### config.mk
export PLATFORM = sky130hd
export DESIGN_NAME = fetch_queue
export DESIGN_NICKNAME = d
export VERILOG_FILES = /design/src/rtl/fetch_pkg.sv /design/src/rtl/fetch_fifo.sv /design/src/rtl/fetch_queue.sv
export SDC_FILE = /design/constraint.sdc
export NUM_CORES = 1
export LEC_CHECK = 0
export ABC_AREA = 1
export ABC_CLOCK_PERIOD_IN_PS = 5150
export CORE_MARGIN = 2
export CORE_UTILIZATION = 49
export CTS_CLUSTER_DIAMETER = 80
export DETAILED_ROUTE_END_ITERATION = 7
export HOLD_SLACK_MARGIN = 0.15
export PLACE_DENSITY_LB_ADDON = 0.25
export SYNTH_ARGS = -nofsm -noshare
export SYNTH_HDL_FRONTEND = slang
export SYNTH_SLANG_ARGS = --single-unit
### constraint.sdc
create_clock -name clk -period 5.15 [get_ports clk]
set_clock_uncertainty 0.15 [all_clocks]
set_input_delay 1.03 -clock clk [delete_from_list [all_inputs] [get_ports clk]]
set_output_delay 1.03 -clock clk [all_outputs]
set_load 0.01 [all_outputs]
### src/rtl/fetch_pkg.sv
// Shared definitions for the instruction-fetch stage: canonical NOP,
// default reset PC and the queue entry layout used by fetch_fifo.
package fetch_pkg;

    // Width of the default entry type below.
    localparam int FETCH_XLEN = 32;

    // addi x0,x0,0 -- what decode sees whenever no instruction is queued.
    localparam logic [31:0] NOP_INSN = 32'h0000_0013;

    // First fetch address after reset unless the top overrides it.
    localparam logic [31:0] DEFAULT_RESET_PC = 32'h8000_0000;

    // One queue slot: the PC an instruction was fetched from and the word itself.
    typedef struct packed {
        logic [FETCH_XLEN-1:0] pc;
        logic [FETCH_XLEN-1:0] insn;
    } fetch_entry_t;

endpackage

### src/rtl/fetch_fifo.sv
// Generic synchronous FIFO with a single-cycle flush.
// DEPTH must be a power of two (>= 2) so the read/write pointers wrap
// naturally; count is one bit wider than the pointers so "full" and
// "empty" are distinguishable. The head is read straight from storage,
// so nothing on push_data reaches head in the same cycle.
module fetch_fifo
    import fetch_pkg::*;
#(
    parameter int  DEPTH   = 4,
    parameter type entry_t = fetch_entry_t
)(
    input  logic                       clk,
    input  logic                       rst,
    input  logic                       flush,
    input  logic                       push,
    input  entry_t                     push_data,
    input  logic                       pop,
    output entry_t                     head,
    output logic [$clog2(DEPTH):0]     count,
    output logic                       full,
    output logic                       empty
);

    localparam int PW = $clog2(DEPTH);
    localparam int CW = PW + 1;

    entry_t          mem_r [DEPTH];
    logic [PW-1:0]   wr_ptr_r;
    logic [PW-1:0]   rd_ptr_r;
    logic [CW-1:0]   count_r;
    logic            push_ok_s;
    logic            pop_ok_s;

    // Qualify push/pop against the occupancy so the FIFO never over/underflows.
    always_comb begin
        push_ok_s = push && (count_r != CW'(DEPTH));
        pop_ok_s  = pop  && (count_r != {CW{1'b0}});
    end

    // Pointer and occupancy tracking; reset and flush both return to empty.
    always_ff @(posedge clk) begin
        if (rst || flush) begin
            wr_ptr_r <= {PW{1'b0}};
            rd_ptr_r <= {PW{1'b0}};
            count_r  <= {CW{1'b0}};
        end else begin
            if (push_ok_s) begin
                wr_ptr_r <= wr_ptr_r + PW'(1);
            end
            if (pop_ok_s) begin
                rd_ptr_r <= rd_ptr_r + PW'(1);
            end
            case ({push_ok_s, pop_ok_s})
                2'b10:   count_r <= count_r + CW'(1);
                2'b01:   count_r <= count_r - CW'(1);
                default: count_r <= count_r;
            endcase
        end
    end

    // Entry storage; a push that coincides with reset or flush is dropped.
    always_ff @(posedge clk) begin
        if (!rst && !flush && push_ok_s) begin
            mem_r[wr_ptr_r] <= push_data;
        end
    end

    assign head  = mem_r[rd_ptr_r];
    assign count = count_r;
    assign full  = (count_r == CW'(DEPTH));
    assign empty = (count_r == {CW{1'b0}});

endmodule

### src/rtl/fetch_queue.sv
// Instruction-fetch stage with a decoupling prefetch queue.
// Generates sequential fetch addresses, buffers {pc, insn} pairs in a
// DEPTH-entry fetch_fifo and hands them to decode over valid/ready.
// Decode sees the canonical NOP (and PC 0) whenever the queue is empty.
// A redirect flushes the queue and restarts fetch at the new word-aligned PC.
// Optional feature macro: FETCH_STATS_EN adds stat_fetched/stat_flushed.
module fetch_queue
    import fetch_pkg::*;
#(
    parameter int              XLEN     = 32,
    parameter logic [XLEN-1:0] RESET_PC = XLEN'(DEFAULT_RESET_PC),
    parameter int              DEPTH    = 4
)(
    input  logic            clk,
    input  logic            rst,
    input  logic            stop,
    input  logic            redirect,
    input  logic [XLEN-1:0] redirect_pc,
    output logic            mem_req,
    output logic [XLEN-1:0] mem_addr,
    input  logic            mem_valid,
    input  logic [XLEN-1:0] mem_data,
    output logic            out_valid,
    input  logic            out_ready,
    output logic [XLEN-1:0] command,
    output logic [XLEN-1:0] now_pc
`ifdef FETCH_STATS_EN
    ,
    output logic [31:0]     stat_fetched,
    output logic [31:0]     stat_flushed
`endif
);

    localparam int CW = $clog2(DEPTH) + 1;

    // Queue slot sized to this instance's XLEN.
    typedef struct packed {
        logic [XLEN-1:0] pc;
        logic [XLEN-1:0] insn;
    } entry_t;

    logic [XLEN-1:0] pc_r;
    logic            fetch_s;
    logic            deq_s;
    entry_t          push_s;
    entry_t          head_s;
    logic [CW-1:0]   count_s;
    logic            full_s;
    logic            empty_s;

    fetch_fifo #(
        .DEPTH   (DEPTH),
        .entry_t (entry_t)
    ) u_fifo (
        .clk       (clk),
        .rst       (rst),
        .flush     (redirect),
        .push      (fetch_s),
        .push_data (push_s),
        .pop       (deq_s),
        .head      (head_s),
        .count     (count_s),
        .full      (full_s),
        .empty     (empty_s)
    );

    // Request and handshake qualification; out_ready never feeds mem_req.
    always_comb begin
        mem_req     = !rst && !redirect && !stop && !full_s;
        fetch_s     = mem_req && mem_valid;
        deq_s       = !rst && !redirect && !stop && !empty_s && out_ready;
        push_s.pc   = pc_r;
        push_s.insn = mem_data;
    end

    // Decode-facing view of the queue head, forced to NOP/0 when empty.
    always_comb begin
        out_valid = !empty_s;
        if (empty_s) begin
            command = XLEN'(NOP_INSN);
            now_pc  = {XLEN{1'b0}};
        end else begin
            command = head_s.insn;
            now_pc  = head_s.pc;
        end
    end

    // Fetch PC: reset > redirect (word-aligned) > advance on accepted fetch.
    always_ff @(posedge clk) begin
        if (rst) begin
            pc_r <= RESET_PC;
        end else if (redirect) begin
            pc_r <= redirect_pc & ~XLEN'(32'd3);
        end else if (fetch_s) begin
            pc_r <= pc_r + XLEN'(32'd4);
        end else begin
            pc_r <= pc_r;
        end
    end

    assign mem_addr = pc_r;

`ifdef FETCH_STATS_EN
    logic [31:0] stat_fetched_r;
    logic [31:0] stat_flushed_r;

    // Event counters: accepted fetches, and entries discarded by redirects.
    always_ff @(posedge clk) begin
        if (rst) begin
            stat_fetched_r <= 32'd0;
            stat_flushed_r <= 32'd0;
        end else begin
            if (fetch_s) begin
                stat_fetched_r <= stat_fetched_r + 32'd1;
            end
            if (redirect) begin
                stat_flushed_r <= stat_flushed_r + 32'(count_s);
            end
        end
    end

    assign stat_fetched = stat_fetched_r;
    assign stat_flushed = stat_flushed_r;
`else
    // Occupancy is only needed by the statistics counters.
    logic unused_count_s;
    assign unused_count_s = ^count_s;
`endif

endmodule

==> metrics.cfg <==
[cells_and_area]
regArea_um2 = 8230
layout-drive-gt1-share = 0.0680
layoutNonFillerInstCount = 1648
nets = 1378
area_delta_synth_final_pct = 24.6
num_antenna_cells = 0
nFillCells = 1919
multi_input_area_um2 = 3390

[timing]
rsz0062_at_grt = false
tightest_slew_ns = 0.918
fin_crit_sh = 0.875
maxSlewViolCount = 0
setup_violations = 0
hold_violations = 0
fin_setup_tns_ns = 0
post-route-min-period_ns = 4.51
slew_headroom = 0.388
fmax_ghz = 0.222

[synth]
async_flop_share = 0
synth_edf_count = 248
ys_top_cells_by_area = edfxtp_1 62%, nor2_1 9.5%, dfxtp_1 6.5%
yosysTopAreaCell = edfxtp_1
yosysTopAreaCellShare = 0.617
synth_common_cells = 307 x nor2_1, 248 x edfxtp_1, 134 x o21ai_0
ys_seq_area_frac = 0.681
synthCells = 1150
synth.most_common_cell = nor2_1
synth_top_flop_cell = edfxtp_1
syn_area_um2 = 12100
synth.distinct_cells = 36
ys_ff_latch = 287
ys_warn_count = 0
avgSynthCellArea_um2 = 10.5

[place]
port_buffers = 161
place.gp.congestion = 0.858
hpwl_um = 16600
place_inst = 1594

[floorplanning]
die_h_um = 161
dieArea_um2 = 25900
io_pins = 168
row_count = 57
initial_core_util = 0.498
coreArea_um2 = 24200
die_w_um = 161

[global_route]
grt_pass1_vias = 8292
grt_max_degree = 81
grt_overflow = 0
grt_antenna_before_repair = 0
track_usage = 0.214
grt_pass1_wl_um = 43500

[clock_tree]
cts_setup_buffers = 0
clkTransAtPathRegs_ns = 0.06
cts_tree = built
post_cts_resized = 0
holdBufCountCts = 0
clk_latency_ns = 0.55
htree_levels = 1
numCtsBuffers = 29
clkSinkCount = 287
clockBufferDepth = 3
cts_root_buffer = clkbuf_16

[worst_setup_path]
required_ns = 3.97
worstSetupPathType = reg -> out
path_cells = clkinv_2 -> buf_4 -> o21ai_0 -> a21oi_1 -> clkdlybuf4s50_1
cp.arrival_ns = 3.33
endpoint_kind = output pin
path_max_fanout = 59
cp-start-kind = flop
max_stage_delay_ns = 0.78
critPathSlowestCell = clkinv_2

[routing]
drt-initial-drc-count = 780
drc = 0
first_pass_iters = 5
postRouteAntennaNets = 0
finalWirelength_um = 28000
route.detailed.wl_per_inst_um = 17.0
viasPerCell = 5.26
vias = 8676

[power_and_ir_drop]
leakage_nw = 5.22
power_density_nw_per_um2 = 335
ir_drop_mv = 0.223

[run_status]
status = complete, no violations

[job]
drv_cap = 0

[min_path]
hp-class = reg -> reg

cell type report:
type | instances | share of cell area
clock buffers | 33 | 0.0505
well taps | 324 | 0.0269
clock inverters | 21 | 0.0187
inverters | 60 | 0.0151
flip-flops and latches | 287 | 0.547
repair buffers | 179 | 0.117
multi-input cells | 744 | 0.225
stage by stage:
stage / hold WS [ns] / total power [mW] / worst slack (ns) / instance area [um^2] / utilization
detailed placement: 0.354 / 2.87 / 0.980 / 14000 / 0.578
CTS: 0.364 / 5.09 / 0.580 / 15100 / 0.621
finish: 0.361 / 5.05 / 0.644 / 15100 / 0.621
global route: 0.394 / 5.21 / 0.409 / 15100 / 0.621
global placement: 0.343 / 2.86 / 1.00 / 14000 / 0.578
floorplan: 0.318 / 2.72 / 0.188 / 12100 / -
sequential cells by signal (all words and copies together) (netlist names), named ones only:
name             cells
u_fifo.mem_r       248
u_fifo.count         3
mem_addr            30
u_fifo.wr_ptr_r      2
u_fifo.rd_ptr_r      2
layer usage:
| metal | part of all wire | track usage |
|---|---|---|
| met5 | 0 | 0 |
| met4 | 0.021 | 0.0662 |
| met1 | 0.43 | 0.293 |
| met3 | 0.068 | 0.0300 |
| met2 | 0.48 | 0.357 |
path summary, 6_finish.rpt:
kind | slack [ns] | start | endpoint | cells past startpoint
max | 0.64 | flop | command[13] | 5
min | 0.36 | u_fifo.wr_ptr_r[0] | u_fifo.wr_ptr_r[0] | 2
max reg2reg | 2.67 | u_fifo.count[0] | u_fifo.count[2] | 11
min reg2reg | 0.36 | u_fifo.wr_ptr_r[0] | u_fifo.wr_ptr_r[0] | 2
where the power goes:
part	leakage, nW	total, mW	switching (mW)	internal [mW]
Clock	0.498	2.23	0.865	1.37
Sequential	2.57	2.60	0.0446	2.55
Combinational	2.15	0.222	0.110	0.112
Total	5.22	5.05	1.02	4.03
layout by cell type, fill, tap and decap left out, drive strengths merged, types with 8 or more instances in the layout:
| master | Yosys | routed |
|---|---|---|
| buf | 22 | 18 |
| clkinv | 1 | 10 |
| dfxtp | 39 | 39 |
| edfxtp | 248 | 248 |
| nand3 | 31 | 31 |
| clkbuf | 40 | 33 |
| xor2 | 8 | 8 |
| nor2 | 311 | 311 |
| inv | 59 | 60 |
| nand2 | 131 | 131 |
| clkdlybuf4s50 | 0 | 161 |
| o21ai | 141 | 141 |
| a21oi | 81 | 81 |
worst max-delay path: cells and delay by family (launching register included):
family                 cells  cell delay [ns]
AO/OA/AOI/OAI              2             0.33
buffers and inverters      3             1.78
flip-flops                 1             0.67
logic make-up (layout without fill, tap and decap cells):
family / Yosys count / in the layout / synth area share
XOR/XNOR: 9 / 9 / 0.00653
AO/OA/AOI/OAI: 237 / 237 / 0.101
adder cells (fa/ha/maj): 7 / 7 / 0.00787
other: 1 / 4 / 0.000310
AND/OR/NAND/NOR: 487 / 487 / 0.161
buffers and inverters: 122 / 293 / 0.0423
flip-flops: 287 / 287 / 0.681
Power figures use the tool's default switching activity.
